**src/rtl/alu_pkg.sv**
```systemverilog
// Shared definitions for the ALU arbiter slice.
// Holds the ALU opcode encodings, the default datapath width and the arbiter FSM state type.
// Opcodes are only named here for the requesters and the ALU; the arbiter passes them through
// without decoding.
package alu_pkg;

  localparam int unsigned ALU_W = 32;

  localparam logic [2:0] OP_ADD  = 3'b000;
  localparam logic [2:0] OP_SLL  = 3'b001;
  localparam logic [2:0] OP_SLT  = 3'b010;
  localparam logic [2:0] OP_SLTU = 3'b011;
  localparam logic [2:0] OP_XOR  = 3'b100;
  localparam logic [2:0] OP_SR   = 3'b101;
  localparam logic [2:0] OP_OR   = 3'b110;
  localparam logic [2:0] OP_AND  = 3'b111;

  // One-hot FSM encoding.
  typedef enum logic [2:0] {
    StIdle  = 3'b001,
    StIssue = 3'b010,
    StResp  = 3'b100
  } alu_arb_state_t;

endpackage

```
**src/rtl/alu_arbiter_if.sv**
```systemverilog
// Requester-side bundle of the ALU arbiter.
// Request channel (per requester, packed, requester i at [i*WIDTH +: WIDTH] / [i*3 +: 3]):
//   req_valid, req_ready, req_operand1, req_operand2, req_opcode, req_is_signed
// Response channel:
//   resp_valid (one-hot or zero), resp_ready (per requester), resp_data (shared)
// Modports: master = requester side, slave = arbiter side.
interface alu_arbiter_if
  import alu_pkg::*;
#(
  parameter int unsigned NUM_REQ = 2,
  parameter int unsigned WIDTH   = ALU_W
);

  logic [NUM_REQ-1:0]       req_valid;
  logic [NUM_REQ-1:0]       req_ready;
  logic [NUM_REQ*WIDTH-1:0] req_operand1;
  logic [NUM_REQ*WIDTH-1:0] req_operand2;
  logic [NUM_REQ*3-1:0]     req_opcode;
  logic [NUM_REQ-1:0]       req_is_signed;
  logic [NUM_REQ-1:0]       resp_valid;
  logic [NUM_REQ-1:0]       resp_ready;
  logic [WIDTH-1:0]         resp_data;

  modport master (
    output req_valid, req_operand1, req_operand2, req_opcode, req_is_signed, resp_ready,
    input  req_ready, resp_valid, resp_data
  );

  modport slave (
    input  req_valid, req_operand1, req_operand2, req_opcode, req_is_signed, resp_ready,
    output req_ready, resp_valid, resp_data
  );

endinterface

```
**src/rtl/rr_arbiter.sv**
```systemverilog
// Combinational one-hot grant selection.
// Ports: req (request vector), ptr (search start index), en (grant enable), gnt (one-hot or zero).
// Macro ALU_ARB_RR_EN: defined -> round-robin search starting at ptr, wrapping past N-1 to 0;
// undefined -> fixed priority, lowest index wins and ptr is ignored.
module rr_arbiter #(
  parameter int unsigned N = 2,
  localparam int unsigned PtrW = (N > 1) ? $clog2(N) : 1
) (
  input  logic [N-1:0]    req,
  input  logic [PtrW-1:0] ptr,
  input  logic            en,
  output logic [N-1:0]    gnt
);

`ifdef ALU_ARB_RR_EN
  // Walk offsets from farthest to nearest so the nearest requester to ptr overwrites the rest.
  always_comb begin
    gnt = '0;
    if (en) begin
      for (int k = int'(N) - 1; k >= 0; k--) begin
        if (req[(int'(ptr) + k) % int'(N)]) begin
          gnt = '0;
          gnt[(int'(ptr) + k) % int'(N)] = 1'b1;
        end
      end
    end
  end
`else
  logic unused_ptr;
  assign unused_ptr = ^ptr;

  always_comb begin
    gnt = '0;
    if (en) begin
      for (int k = int'(N) - 1; k >= 0; k--) begin
        if (req[k]) begin
          gnt    = '0;
          gnt[k] = 1'b1;
        end
      end
    end
  end
`endif

endmodule

```
**src/rtl/alu_arbiter.sv**
```systemverilog
// Shares one external combinational ALU between NUM_REQ requesters.
// Ports: clk, rst (async, active-high), bus (alu_arbiter_if.slave: request/response handshakes),
//   alu_operand1/alu_operand2/alu_opcode/alu_is_signed (registered drive of the ALU),
//   alu_res (ALU result, captured during the issue cycle).
// Flow: IDLE grants and latches one request, ISSUE drives the ALU and captures alu_res,
// RESP holds resp_valid for the granted requester until its resp_ready.
// Macro ALU_ARB_RR_EN: defined -> round-robin with a pointer register; undefined -> fixed priority.
module alu_arbiter
  import alu_pkg::*;
#(
  parameter int unsigned NUM_REQ = 2,
  parameter int unsigned WIDTH   = ALU_W
) (
  input  logic             clk,
  input  logic             rst,
  alu_arbiter_if.slave     bus,
  output logic [WIDTH-1:0] alu_operand1,
  output logic [WIDTH-1:0] alu_operand2,
  output logic [2:0]       alu_opcode,
  output logic             alu_is_signed,
  input  logic [WIDTH-1:0] alu_res
);

  localparam int unsigned PtrW = $clog2(NUM_REQ);

  alu_arb_state_t     state_q, state_d;
  logic [NUM_REQ-1:0] gnt;
  logic [PtrW-1:0]    gnt_idx, grant_q, ptr;
  logic               arb_en, accept, resp_hs;
  logic [WIDTH-1:0]   sel_op1, sel_op2, op1_q, op2_q, resp_data_q;
  logic [2:0]         sel_opc, opc_q;
  logic               sel_sgn, sgn_q;

  // Masking with rst keeps req_ready low while reset is held.
  assign arb_en = (state_q == StIdle) && !rst;

  rr_arbiter #(
    .N (NUM_REQ)
  ) u_rr_arbiter (
    .req (bus.req_valid),
    .ptr (ptr),
    .en  (arb_en),
    .gnt (gnt)
  );

  // Payload mux driven by the one-hot grant.
  always_comb begin
    gnt_idx = '0;
    sel_op1 = '0;
    sel_op2 = '0;
    sel_opc = '0;
    sel_sgn = 1'b0;
    for (int i = 0; i < int'(NUM_REQ); i++) begin
      if (gnt[i]) begin
        gnt_idx = PtrW'(i);
        sel_op1 = bus.req_operand1[i*WIDTH +: WIDTH];
        sel_op2 = bus.req_operand2[i*WIDTH +: WIDTH];
        sel_opc = bus.req_opcode[i*3 +: 3];
        sel_sgn = bus.req_is_signed[i];
      end
    end
  end

  assign accept  = |gnt;
  assign resp_hs = (state_q == StResp) && bus.resp_ready[grant_q];

  always_comb begin
    state_d = state_q;
    unique case (state_q)
      StIdle:  if (accept) state_d = StIssue;
      StIssue: state_d = StResp;
      StResp:  if (resp_hs) state_d = StIdle;
      default: state_d = StIdle;
    endcase
  end

  always_ff @(posedge clk or posedge rst) begin
    if (rst) begin
      state_q     <= StIdle;
      grant_q     <= '0;
      op1_q       <= '0;
      op2_q       <= '0;
      opc_q       <= '0;
      sgn_q       <= 1'b0;
      resp_data_q <= '0;
    end else begin
      state_q <= state_d;
      if (accept) begin
        grant_q <= gnt_idx;
        op1_q   <= sel_op1;
        op2_q   <= sel_op2;
        opc_q   <= sel_opc;
        sgn_q   <= sel_sgn;
      end
      if (state_q == StIssue) begin
        resp_data_q <= alu_res;
      end
    end
  end

`ifdef ALU_ARB_RR_EN
  logic [PtrW-1:0] ptr_q;

  // Pointer advances only on a completed response, to the requester after the one served.
  always_ff @(posedge clk or posedge rst) begin
    if (rst) begin
      ptr_q <= '0;
    end else if (resp_hs) begin
      ptr_q <= (grant_q == PtrW'(NUM_REQ - 1)) ? '0 : grant_q + 1'b1;
    end
  end

  assign ptr = ptr_q;
`else
  assign ptr = '0;
`endif

  assign bus.req_ready = gnt;
  assign bus.resp_data = resp_data_q;

  always_comb begin
    bus.resp_valid = '0;
    if (state_q == StResp) begin
      bus.resp_valid[grant_q] = 1'b1;
    end
  end

  assign alu_operand1  = op1_q;
  assign alu_operand2  = op2_q;
  assign alu_opcode    = opc_q;
  assign alu_is_signed = sgn_q;

endmodule

```
**src/flat_wrapper.sv**
```systemverilog
// flat-port wrapper written by rule: the top's interface ports become plain ports
module alu_arbiter_flat import alu_pkg::*;
#(
  parameter int unsigned NUM_REQ = 2,
  parameter int unsigned WIDTH   = ALU_W
)
  (clk, rst, alu_operand1, alu_operand2, alu_opcode, alu_is_signed, alu_res, bus_req_valid, bus_req_operand1, bus_req_operand2, bus_req_opcode, bus_req_is_signed, bus_resp_ready, bus_req_ready, bus_resp_valid, bus_resp_data);
  alu_arbiter_if #(.NUM_REQ(NUM_REQ), .WIDTH(WIDTH)) bus_i ();
  input  logic clk;
  input  logic rst;
  output logic [WIDTH-1:0] alu_operand1;
  output logic [WIDTH-1:0] alu_operand2;
  output logic [2:0] alu_opcode;
  output logic alu_is_signed;
  input  logic [WIDTH-1:0] alu_res;
  input wire logic [$bits(bus_i.req_valid)-1:0] bus_req_valid;
  input wire logic [$bits(bus_i.req_operand1)-1:0] bus_req_operand1;
  input wire logic [$bits(bus_i.req_operand2)-1:0] bus_req_operand2;
  input wire logic [$bits(bus_i.req_opcode)-1:0] bus_req_opcode;
  input wire logic [$bits(bus_i.req_is_signed)-1:0] bus_req_is_signed;
  input wire logic [$bits(bus_i.resp_ready)-1:0] bus_resp_ready;
  output wire logic [$bits(bus_i.req_ready)-1:0] bus_req_ready;
  output wire logic [$bits(bus_i.resp_valid)-1:0] bus_resp_valid;
  output wire logic [$bits(bus_i.resp_data)-1:0] bus_resp_data;
  assign bus_i.req_valid = bus_req_valid;
  assign bus_i.req_operand1 = bus_req_operand1;
  assign bus_i.req_operand2 = bus_req_operand2;
  assign bus_i.req_opcode = bus_req_opcode;
  assign bus_i.req_is_signed = bus_req_is_signed;
  assign bus_i.resp_ready = bus_resp_ready;
  assign bus_req_ready = bus_i.req_ready;
  assign bus_resp_valid = bus_i.resp_valid;
  assign bus_resp_data = bus_i.resp_data;
  alu_arbiter #(.NUM_REQ(NUM_REQ), .WIDTH(WIDTH)) u_core (.clk(clk), .rst(rst), .bus(bus_i), .alu_operand1(alu_operand1), .alu_operand2(alu_operand2), .alu_opcode(alu_opcode), .alu_is_signed(alu_is_signed), .alu_res(alu_res));
endmodule
```
**config.mk**
```make
export PLATFORM = sky130hd
export DESIGN_NAME = alu_arbiter_flat
export DESIGN_NICKNAME = d
export VERILOG_FILES = /design/src/rtl/alu_pkg.sv /design/src/rtl/alu_arbiter_if.sv /design/src/rtl/rr_arbiter.sv /design/src/rtl/alu_arbiter.sv /design/src/flat_wrapper.sv
export SDC_FILE = /design/constraint.sdc
export NUM_CORES = 1
export LEC_CHECK = 0
export CAP_MARGIN = 5
export CORE_ASPECT_RATIO = 1.75
export CORE_UTILIZATION = 35
export CTS_BUF_LIST = sky130_fd_sc_hd__clkbuf_8
export CTS_CLUSTER_DIAMETER = 150
export DETAILED_ROUTE_END_ITERATION = 10
export PLACE_DENSITY = 0.82
export SKIP_LAST_GASP = 1
export SLEW_MARGIN = 15
export SYNTH_ARGS = -nofsm -noshare
export SYNTH_HDL_FRONTEND = slang
export SYNTH_SLANG_ARGS = --single-unit
```
**constraint.sdc**
```tcl
create_clock -name clk -period 5.05 [get_ports clk]
set_input_delay 1.2625 -clock clk [delete_from_list [all_inputs] [get_ports clk]]
set_output_delay 1.2625 -clock clk [all_outputs]
set_load 0.03 [all_outputs]
```
==> Word-level counts from Yosys, hierarchy flattened <==
Cells that the tools add are included.
{ "totals": {"ff_bits": 104, "latchBits": 0, "ramBits": 0, "mem_bits_ro": 0, "input_bits": 174, "out_inout_bits": 104, "word_cells": 40, "memories": 0} }
{ "op_classes": {"add_sub_neg": 0, "n_mul": 0, "n_div": 0, "n_lt_le_gt_ge": 2, "eq_ne": 5, "n_shift": 0, "muxes": 20, "bitwise": 0, "reduce_logical": 6} }
{ "ops": {"columns": ["cell", "count"], "rows": [
  ["$mux 32", 4],
  ["$mux 3", 4],
  ["$pmux 3 s3", 1],
  ["$mux 2", 4],
  ["$mux 1", 6],
  ["$ne 2x1->1 const B", 2],
  ["$eq 3x1->1 const B", 1],
  ["$eq 3x2->1 const B", 1],
  ["$eq 3x3->1 const B", 1],
  ["$logic_and 1x1->1", 3],
  ["$lt 1x2->1 const B", 1],
  ["$reduce_and 2->1", 1],
  ["$reduce_or 2->1", 1],
  ["$demux 1 s1", 1],
  ["$ge 1x1->1 const B", 1],
  ["$logic_not 1->1", 1]
]} }

==> Logic depth before layout (Yosys ltp) <==
Gate-level depths: netlist (run 1).
{ "logic_depth": {"depth_word": 6, "mapped_depth": 7, "mapped_depth_nobuf": 4} }

==> Cells and area by module <==
A second synthesis (run 1) with hierarchy kept.
{ "hier_totals": {"hier_cells": 387, "area_unflattened_um2": 4643.2} }
{ "modules_own_cells": {"columns": ["module", "instances", "cells_each", "area_each_um2", "seq_area_each_um2"], "rows": [
  ["alu_arbiter", 1, 385, 4626.9, 2603.7],
  ["rr_arbiter", 1, 2, 16.3, 0.0]
]} }

==> Least setup slack after synthesis (run 1) <==
Ideal clock, no wire load.
{ "synth_timing": {"kind": "input to output", "from": "in rst", "to": "out bus_req_ready[1]", "arrival_ns": 2.188, "required_time_ns": 3.788, "path_slack_ns": 1.599, "cell_stages": 5, "n_path_buf": 2, "cell_sequence": "nor4b_4 clkbuf_1 nand2_1 nor2_1 buf_4"} }
{ "synth_between": {"elab_chain_len": 3} }
{ "synth_rtl": {"columns": ["element", "line", "source"], "rows": [
  ["start: declaration", "flat_wrapper.sv:10", "input logic rst;"],
  ["$logic_not 1->1", "alu_arbiter.sv:35", "assign arb_en = (state_q == StIdle) && !rst;"],
  ["$logic_and 1x1->1", "alu_arbiter.sv:35", null],
  ["$mux 2", "rr_arbiter.sv:34", "if (en) begin"],
  ["end: declaration", "flat_wrapper.sv:22", "output wire logic [$bits(bus_i.req_ready)-1:0] bus_req_ready;"]
]} }
Every way passes these cells.

==> Final worst setup path (run 1) <==
Ends and elaborated chain as after synthesis.

==> results of run 1 <==
sequential cells by signal, summed over array words and instances, names as in the netlist:
| name | flops |
|---|---|
| u_core.state_q | 3 |
| u_core.grant_q | 1 |
| u_core.alu_operand2 | 32 |
| u_core.bus.resp_data | 32 |
| u_core.alu_operand1 | 32 |
| u_core.alu_is_signed | 1 |
| u_core.alu_opcode | 3 |
worst max-delay path, delay by kind of cell:
family | cells | cell delay (ns)
buffers and inverters | 2 | 1.26
AND/OR/NAND/NOR | 3 | 0.50
per-layer routing:
layer	vias to the layer above	wire [um]	GRT usage, %	share of wire, %
met5	-	0	0	0
met4	0	577	10.7	3.9
met3	42	1050	4.88	7.1
met2	193	7520	37.5	51
met1	2006	5550	23.8	38
li1	1896	-	-	-
per-stage QoR:
stage / setup WS [ns] / cells
after floorplan: 1.06 / 358
after global placement: 0.775 / 775
after detailed placement: 0.773 / 775
after CTS: 0.775 / 791
after global routing: 0.635 / 791
final: 0.756 / 791
cell type report:
type | count | area share [%]
clock inverters | 7 | 0.605
multi-input cells | 214 | 24.0
repair buffers | 283 | 36.8
clock buffers | 9 | 1.62
well taps | 171 | 2.80
inverters | 3 | 0.213
flip-flops and latches | 104 | 34.0
cells by family after synthesis:
group | count (synthesis) | synth area share, %
DFF | 104 | 56.6
and+or+nand+nor | 57 | 6.44
AOI/OAI and AO/OA | 124 | 24.7
buffers and inverters | 40 | 4.21
muxes | 33 | 8.08
how the worst max path moves through the flow:
stage / endpoint / slack (ns) / depth (start not counted)
3_5_place_dp: bus_req_ready[1] / 0.77 / 5
5_1_grt: bus_req_ready[1] / 0.64 / 5
4_1_cts: bus_req_ready[1] / 0.77 / 5
6_report: bus_req_ready[1] / 0.76 / 5
3_3_place_gp: bus_req_ready[1] / 0.77 / 5
2_1_floorplan: u_core.alu_is_signed / 1.06 / 1
power by group through the flow:
stage / clock network (mW) / logic, mW / registers (mW)
4_1_cts: 0.487 / 2.43 / 1.49
3_5_place_dp: 0 / 2.42 / 1.50
2_1_floorplan: 0 / 0.560 / 2.25
5_1_grt: 0.524 / 2.51 / 1.54
3_3_place_gp: 0 / 2.38 / 1.48
6_report: 0.473 / 2.41 / 1.49
cell usage in the layout, fill, tap and decap left out:
cell type,netlist,final
clkdlybuf4s50_1,0,276
dfrtp_1,103,103
a22oi_1,53,53
o2bb2ai_1,33,33
mux2_2,33,33
nand3_1,30,30
o2bb2ai_2,20,20
nand2_1,16,16
a32oi_1,15,15
clkbuf_8,0,9
buf_4,2,6
nor2_1,5,5
inv_1,3,4
inv_6,0,4
nor4b_4,1,1
o21ai_4,0,1
nor2b_4,0,1
or4b_4,0,1
or3b_2,1,1
and2_1,1,1
nor3b_4,0,1
o21bai_1,1,1
a21oi_1,1,1
clkinv_2,0,1
clkinvlp_4,0,1
buf_2,11,1
dfstp_2,1,1
==> summary.txt, run 1 <==
Outcome
  – Status: finished, final reports clean

Yosys
  – Avg Cell Area, Syn: 12.9 sq um
  – Cell area after synthesis: 4600 sq um
  – Post-Synthesis Net Count: 532
  – Synth Register Bits: 104
  – Top post-synthesis cells by count: dfrtp_1, a22oi_1, mux2_2, o2bb2ai_1, nand3_1
  – Largest area contributor in the netlist: dfrtp_1
  – Warnings, synthesis: 0
  – Post-synth EDFFs: 0
  – Synth area leaders: dfrtp_1, a22oi_1, mux2_2
  – Synth top area share: 56.0%
  – Top-count cell post-synth: dfrtp_1
  – Seq/Total Area, Yosys: 56.6%
  – Cell variety after synth: 25
  – Cell count after synthesis: 358
  – Asr flop ratio synth: 100%
  – Synth Flop Type: dfrtp_1

Route
  – Remaining DRCs: 0
  – DRT Pass-1 Iters: 4
  – Drt initial violations: 144
  – Final wirelength: 14.7 mm
  – Vias: 4137
  – Number of vias per cell: 5.23
  – Wire per inst: 18.6 um
  – Final antenna-violating net count: 0

Power
  – Total Power: 4.37 mW
  – Int Pwr: 2.51 mW
  – Clock Power Share: 10.8%
  – Sw Share: 42.6%
  – Maximum VDD drop: 0.000374 V
  – Comb power frac: 55.1%
  – Seq pwr share: 34.0%
  – Switching power: 1.86 mW
  – Leak: 3.01 nW
  – Power Density: 571 nW/um^2

Layout
  – P&R area growth vs syn: 66.2%
  – Multi-input logic area: 1830 sq um
  – Antenna cell count: 0
  – Final #Nets: 789
  – Post-route cell area: 7650 sq um
  – Fillers: 1032
  – Fraction of final layout cells sized beyond drive strength 1: 13.2%
  – Reg area: 2600 sq um
  – Fin util: 59.4%

STA
  – Slew of the pin with the lowest slew margin: 1.04 ns
  – Final hold violations: 0
  – WHS: 0.499 ns
  – Tcrit/Tclk final: 85.0%
  – RSZ-0062 raised after global routing: no
  – F_max: 0.233 GHz
  – Post-Route Setup TNS: 0 ns
  – Worst relative slew slack: 30.4%
  – Setup Skew: 0.0190 ns
  – Fin. max-slew vios: 0
  – Finish-stage setup viols: 0
  – Post-layout min period: 4.29 ns

Place
  – Number of port buffers: 277
  – Placed inst area: 7480 sq um
  – Dpl hpwl: 10.8 mm
  – RD Place Congestion: 0.888

Min path
  – Worst Hold End: u_core.alu_operand2[10]
  – Hold Startpoint: u_core.alu_operand2[10]
  – Worst hold path depth: 1
  – Worst min-delay path class: register to register

Clocking
  – Setup repair bufs after CTS: 0
  – Post-CTS Hold Fix Bufs: 0
  – CTS tree: done
  – CTS Sinks: 104
  – Cts bufs inserted: 9
  – PostCTS Resize Cnt: 0
  – H-tree depth: 3
  – Worst-path clk slew: 0.10 ns
  – Clk buf depth: 2
  – Skew-Pair Late Insertion Delay: 0.36 ns
  – Root Driver: clkbuf_8

Global route
  – Global-route wire length before repair: 22.3 mm
  – Largest net degree at the start of global routing: 85
  – GRT Overall Usage: 21.5%
  – Initial antenna violation count: 0
  – Total gr overflow: 0
  – Vias in the first global route: 4476

Floorplanning
  – I/O pin count: 278
  – Die height: 154 um
  – Core area: 12900 sq um
  – Die area: 13600 sq um
  – Die Wd: 88.7 um
  – Initial Util: 35.8%
  – Row count: 55

Critical path
  – Most used cell, CP: clkdlybuf4s50_1
  – Reg2reg path depth: 5
  – Critical path data arrival time: 3.03 ns
  – Worst setup path class: input port to output pin
  – CP Max Fanout: 3
  – R2r startpoint: u_core.state_q[0]
  – Crit-path max cell delay: 0.72 ns
  – Flop2flop setup slack: 2.91 ns
  – Critical path's slowest cell: clkdlybuf4s50_1
  – Worst reg2reg path endpoint: u_core.alu_operand2[26]
  – Worst setup path start: rst
  – CP cell instances: clkdlybuf4s50_1, nor4b_4, nand2_1, nor2_1, clkdlybuf4s50_1
  – Required time worst endpoint: 3.79 ns
  – CP startpoint kind: input port
  – Worst setup EP type: output pin

Flow run
  – Max capacitance violation total: 0
Note: power is estimated with default switching activity, not from simulation.
==> run 2: changes to the inputs <==
- CTS_BUF_LIST: sky130_fd_sc_hd__clkbuf_8 -> sky130_fd_sc_hd__clkbuf_4 sky130_fd_sc_hd__clkbuf_8
==> run 2 against run 1 <==
Compared with the run above:
- maximum frequency hardly changed
- clock skew is 0.0012 ns lower
- worst hold slack hardly changed
- via count is 0.24% lower
- highest routed layer unchanged
==> summary.txt, run 2 (synthesis results as in run 1) <==
STA
  – Setup Skew: 0.0178 ns (-0.00122 ns)
  – Worst relative slew slack: 29.0% (-1.4 points)
  – RSZ-0062 raised after global routing: no
  – Final hold violations: 0 (unchanged)
  – F_max: 0.233 GHz (about the same)
  – Tcrit/Tclk final: 85.0% (about the same)
  – Slew of the pin with the lowest slew margin: 1.06 ns (+0.0203 ns)
  – Post-Route Setup TNS: 0 ns (unchanged)
  – Post-layout min period: 4.29 ns (-0.000701 ns)
  – Fin. max-slew vios: 0 (unchanged)
  – Finish-stage setup viols: 0 (unchanged)

Global route
  – Total gr overflow: 0 (unchanged)
  – GRT Overall Usage: 21.5% (unchanged)
  – Largest net degree at the start of global routing: 85 (unchanged)
  – Global-route wire length before repair: 22.3 mm (unchanged)
  – Met3 usage: 4.88% (unchanged)
  – Met2 layer usage reported by global route: 37.5% (unchanged)
  – M1 GR Usage: 23.8% (unchanged)
  – Initial antenna violation count: 0 (unchanged)
  – Vias in the first global route: 4476 (unchanged)
  – GR peak layer: met2

Clocking
  – Clk buf depth: 2 (unchanged)
  – CTS tree: done
  – Skew-Pair Late Insertion Delay: 0.36 ns (about the same)
  – Post-CTS Hold Fix Bufs: 0 (unchanged)
  – PostCTS Resize Cnt: 0 (unchanged)
  – CTS Sinks: 104 (unchanged)
  – Root Driver: clkbuf_8
  – Worst-path clk slew: 0.10 ns (about the same)
  – Cts bufs inserted: 9 (unchanged)
  – H-tree depth: 3 (unchanged)
  – Setup repair bufs after CTS: 0 (unchanged)

Critical path
  – Critical path data arrival time: 3.03 ns (about the same)
  – CP cell instances: clkdlybuf4s50_1, nor4b_4, nand2_1, nor2_1, clkdlybuf4s50_1
  – CP startpoint kind: input port
  – Crit-path max cell delay: 0.72 ns (about the same)
  – WP buf/inv: 2 (unchanged)
  – Worst setup path class: input port to output pin
  – R2r startpoint: u_core.state_q[0]
  – Required time worst endpoint: 3.79 ns (about the same)
  – CP Max Fanout: 3 (unchanged)
  – Most used cell, CP: clkdlybuf4s50_1
  – Top delay family on crit path: buffers and inverters
  – Critical path's slowest cell: clkdlybuf4s50_1
  – Worst setup EP type: output pin
  – Worst setup path start: rst

Power
  – Clock Power Share: 11.1% (+0.3 points)
  – Switching power: 1.86 mW (-0.15%)
  – Total Power: 4.38 mW (+0.27%)
  – Sw Share: 42.5% (-0.18 points)
  – Leak: 3.00 nW (about the same)
  – Int Pwr: 2.52 mW (+0.59%)
  – Seq pwr share: 34.0% (about the same)
  – Comb power frac: 55.0% (about the same)
  – Power Density: 572 nW/um^2 (+0.17%)
  – Maximum VDD drop: 0.000375 V (+0.12%)

Outcome
  – Status: finished, final reports clean

Flow run
  – Max capacitance violation total: 0 (unchanged)

Floorplanning
  – Die Wd: 88.7 um (unchanged)
  – Initial Util: 35.8% (unchanged)
  – Core area: 12900 sq um (unchanged)
  – I/O pin count: 278 (unchanged)
  – Die height: 154 um (unchanged)
  – Die area: 13600 sq um (unchanged)
  – Row count: 55 (unchanged)

Layout
  – Reg area: 2600 sq um (unchanged)
  – Final #Nets: 789 (unchanged)
  – Fraction of final layout cells sized beyond drive strength 1: 13.5% (+0.32 points)
  – Commonest non-fill, non-tap cells in the layout: clkdlybuf4s50_1, dfrtp_1, a22oi_1
  – Fillers: 1030 (-0.19%)
  – Antenna cell count: 0 (unchanged)
  – P&R area growth vs syn: 66.4% (about the same)
  – Commonest non-fill, non-tap cell in the layout: clkdlybuf4s50_1
  – Multi-input logic area: 1830 sq um (unchanged)

Route
  – Wire per inst: 18.5 um (-0.25%)
  – Drt initial violations: 148 (+2.8%)
  – Remaining DRCs: 0 (unchanged)
  – Final wirelength: 14.7 mm (-0.25%)
  – DRT Pass-1 Iters: 4 (unchanged)
  – Final antenna-violating net count: 0 (unchanged)
  – Number of vias per cell: 5.22 (-0.24%)
  – Vias: 4127 (-0.24%)

Min path
  – Worst min-delay path class: register to register
  – Hold Startpoint: u_core.alu_operand2[10]

Place
  – Number of port buffers: 277 (unchanged)
  – Dpl hpwl: 10.8 mm (unchanged)
  – RD Place Congestion: 0.888 (unchanged)
run 2: path summary, 6_finish.rpt:
path                                           endpoint  slack [ns]  cells past startpoint
worst min-delay path            u_core.alu_operand2[10]        0.50                      1
worst max register to register   u_core.alu_operand2[1]        2.91                      5
worst min register to register  u_core.alu_operand2[10]        0.50                      1
worst max-delay path                   bus_req_ready[1]        0.76                      5
min in group asynchronous        u_core.alu_operand1[5]        1.53                      2
max in group asynchronous       u_core.alu_operand2[12]        2.73                      3
run 2: power by group through the flow:
stage | clock (mW) | sequential, mW | combinational (mW)
2_1_floorplan | 0 | 2.25 | 0.560
4_1_cts | 0.501 | 1.49 | 2.43
6_report | 0.485 | 1.49 | 2.41
5_1_grt | 0.538 | 1.54 | 2.51
3_3_place_gp | 0 | 1.48 | 2.38
3_5_place_dp | 0 | 1.50 | 2.42
run 2: per-layer routing:
metal	wire length, um	vias to the layer above	part of all wire, %
met5	0	-	0
met4	576	0	3.9
met3	1070	42	7.3
met2	7510	203	51
met1	5490	1989	37
li1	-	1893	-
run 2: cell type report:
cell class | count | area share, %
well taps | 171 | 2.79
repair buffers | 283 | 36.7
flip-flops and latches | 104 | 34.0
inverters | 3 | 0.212
clock inverters | 5 | 0.507
clock buffers | 11 | 1.81
multi-input cells | 214 | 23.9
run 2: stage by stage:
stage	area [sq um]	cells	setup slack [ns]	hold slack [ns]	utilization, %
global placement	7480	775	0.775	0.470	58.1
finish	7660	791	0.757	0.499	59.5
detailed placement	7480	775	0.773	0.473	58.1
global route	7660	791	0.635	0.517	59.5
floorplan	4600	358	1.06	0.535	-
CTS	7650	791	0.775	0.501	59.5
==> run 3: changes to the inputs <==
- PLACE_DENSITY: 0.82 -> not set
- PLACE_DENSITY_LB_ADDON: not set -> 0.2
==> run 3 against run 2 <==
Compared with the run above:
- first-iteration DRC count grew 2.0%
- non-clock buffer count is the same
- global-route usage grew 0.093 points
- maximum frequency grew 13%
- sequential share of layout area shrank 0.28 points
- clock-buffer cell count shrank 2
- register-to-register slack lost 0.02 ns
- worst setup slack gained 0.51 ns
- wire length shrank 0.25%
- clock power grew 24%
- die area is the same
- clock skew shrank 0.0068 ns
==> summary.txt, run 3 (synthesis results as in run 1) <==
Outcome
  – Status: finished, final reports clean

Floorplanning
  – Die Wd: 88.7 um (unchanged)
  – Initial Util: 35.8% (unchanged)
  – Core area: 12900 sq um (unchanged)
  – Row count: 55 (unchanged)
  – Die height: 154 um (unchanged)
  – Die area: 13600 sq um (unchanged)
  – I/O pin count: 278 (unchanged)

Layout
  – Commonest non-fill, non-tap cell in the layout: clkdlybuf4s50_1
  – Post-route cell area: 7720 sq um (+0.82%)
  – Fillers: 1104 (+7.2%)
  – Reg area: 2600 sq um (unchanged)
  – Non-filler instance count after layout: 791 (unchanged)
  – Final #Nets: 789 (unchanged)
  – Fraction of final layout cells sized beyond drive strength 1: 13.9% (+0.32 points)
  – Multi-input logic area: 1830 sq um (unchanged)
  – Commonest non-fill, non-tap cells in the layout: clkdlybuf4s50_1, dfrtp_1, a22oi_1
  – P&R area growth vs syn: 67.8%
  – Antenna cell count: 0 (unchanged)
  – Fin util: 60.0% (+0.49 points)

Clocking
  – PostCTS Resize Cnt: 0 (unchanged)
  – H-tree depth: 3 (unchanged)
  – Clk buf depth: 2 (unchanged)
  – Worst-path clk slew: 0.09 ns (about the same)
  – Skew-Pair Late Insertion Delay: 0.37 ns (about the same)
  – Cts bufs inserted: 9 (unchanged)
  – CTS tree: done
  – Root Driver: clkbuf_8
  – Setup repair bufs after CTS: 0 (unchanged)
  – Post-CTS Hold Fix Bufs: 0 (unchanged)
  – CTS Sinks: 104 (unchanged)

Global route
  – Vias in the first global route: 4332 (-3.2%)
  – Largest net degree at the start of global routing: 86 (+1.2%)
  – GR peak layer: met2
  – Global-route wire length before repair: 22.4 mm (+0.43%)
  – Met3 usage: 6.33% (+1.4 points)
  – Initial antenna violation count: 0 (unchanged)
  – GRT Overall Usage: 21.6% (+0.093 points)
  – Met2 layer usage reported by global route: 37.9% (+0.44 points)
  – Total gr overflow: 0 (unchanged)
  – M1 GR Usage: 23.8% (about the same)

Critical path
  – Crit-path max cell delay: 0.54 ns (-0.18 ns)
  – CP Max Fanout: 3 (unchanged)
  – Critical path's slowest cell: clkdlybuf4s50_1
  – CP cell instances: clkdlybuf4s50_1, nor4b_4, nand2_1, nor2_1, buf_4
  – Critical path data arrival time: 2.53 ns (-0.50 ns)
  – WP buf/inv: 2 (unchanged)
  – CP startpoint kind: input port
  – Worst setup EP type: output pin
  – Worst setup path class: input port to output pin
  – Top delay family on crit path: buffers and inverters
  – Required time worst endpoint: 3.79 ns (about the same)

Place
  – Number of port buffers: 277 (unchanged)
  – RD Place Congestion: 0.809 (-9.0%)
  – Dpl hpwl: 10.8 mm (-0.49%)
  – Placed inst area: 7480 sq um (+0.10%)
  – Placed Cells incl. Taps: 775 (unchanged)

Power
  – Power Density: 582 nW/um^2 (+1.7%)
  – Maximum VDD drop: 0.000423 V (+13%)
  – Total Power: 4.49 mW (+2.5%)
  – Leak: 3.04 nW (+1.1%)

STA
  – Fin. max-slew vios: 0 (unchanged)
  – Finish-stage setup viols: 0 (unchanged)
  – Worst relative slew slack: 28.3% (-0.66 points)
  – Final hold violations: 0 (unchanged)
  – Tcrit/Tclk final: 75.0% (-10 points)
  – Slew of the pin with the lowest slew margin: 1.07 ns (+0.00992 ns)
  – RSZ-0062 raised after global routing: no
  – Setup Skew: 0.0110 ns (-0.00677 ns)
  – Post-layout min period: 3.79 ns (-0.505 ns)
  – Post-Route Setup TNS: 0 ns (unchanged)
  – F_max: 0.264 GHz (+13%)

Min path
  – Worst min-delay path class: register to register

Route
  – Final antenna-violating net count: 0 (unchanged)
  – Vias: 4150 (+0.56%)
  – Final wirelength: 14.6 mm (-0.25%)
  – Remaining DRCs: 0 (unchanged)
  – DRT Pass-1 Iters: 4 (unchanged)
  – Wire per inst: 18.5 um (-0.25%)
  – Number of vias per cell: 5.25 (+0.56%)
  – Drt initial violations: 151 (+2.0%)

Flow run
  – Max capacitance violation total: 0 (unchanged)
## run 3: changes by cell type in the layout (fill, tap and decap cells not counted), moves of 2 or more
cell	delta
inv_8	+2
clkdlybuf4s50_1	-2
clkbuf_4	-2
bufinv_16	+2
## run 3: metrics by stage
stage	setup slack [ns]	hold slack, ns
after global placement	1.30	0.469
after detailed placement	1.28	0.473
after CTS	1.28	0.501
final	1.26	0.497
after floorplan	1.06	0.535
after global routing	1.19	0.507
## run 3: area by class of cell
type | instances | share of cell area, %
tap | 171 | 2.77
inverter | 3 | 0.211
timing repair buffer | 283 | 36.5
clock inverter | 7 | 1.41
clock buffer | 9 | 1.60
multi-input combinational | 214 | 23.7
sequential | 104 | 33.7
## run 3: final timing paths
path	startpoint	to	slack, ns	cells past startpoint
min	u_core.alu_operand1[30]	u_core.alu_operand1[30]	0.50	1
max	rst	bus_req_ready[1]	1.26	5
max reg2reg	u_core.state_q[0]	u_core.alu_operand1[29]	2.89	5
max in group asynchronous	rst	u_core.alu_operand1[30]	2.74	3
min reg2reg	u_core.alu_operand1[30]	u_core.alu_operand1[30]	0.50	1
min in group asynchronous	rst	u_core.alu_is_signed	1.52	2
## run 3: power by group
| group | internal, mW | switching (mW) |
|---|---|---|
| sequential | 1.23 | 0.256 |
| clock | 0.291 | 0.310 |
| combinational | 1.10 | 1.31 |
| total | 2.62 | 1.87 |
## run 3: worst reg2reg max path: cells and delay by family (launching register included)
kind,cells,cell delay (ns)
buf+inv,2,0.73
simple gates,1,0.24
flops,1,0.59
compound gates,2,0.46
## run 3: routing by layer
layer	share of wire, %	routed length (um)	vias up
li1	-	-	1901
met1	36	5250	2023
met2	53	7750	195
met3	8.2	1200	31
met4	2.8	408	0
met5	0	0	-
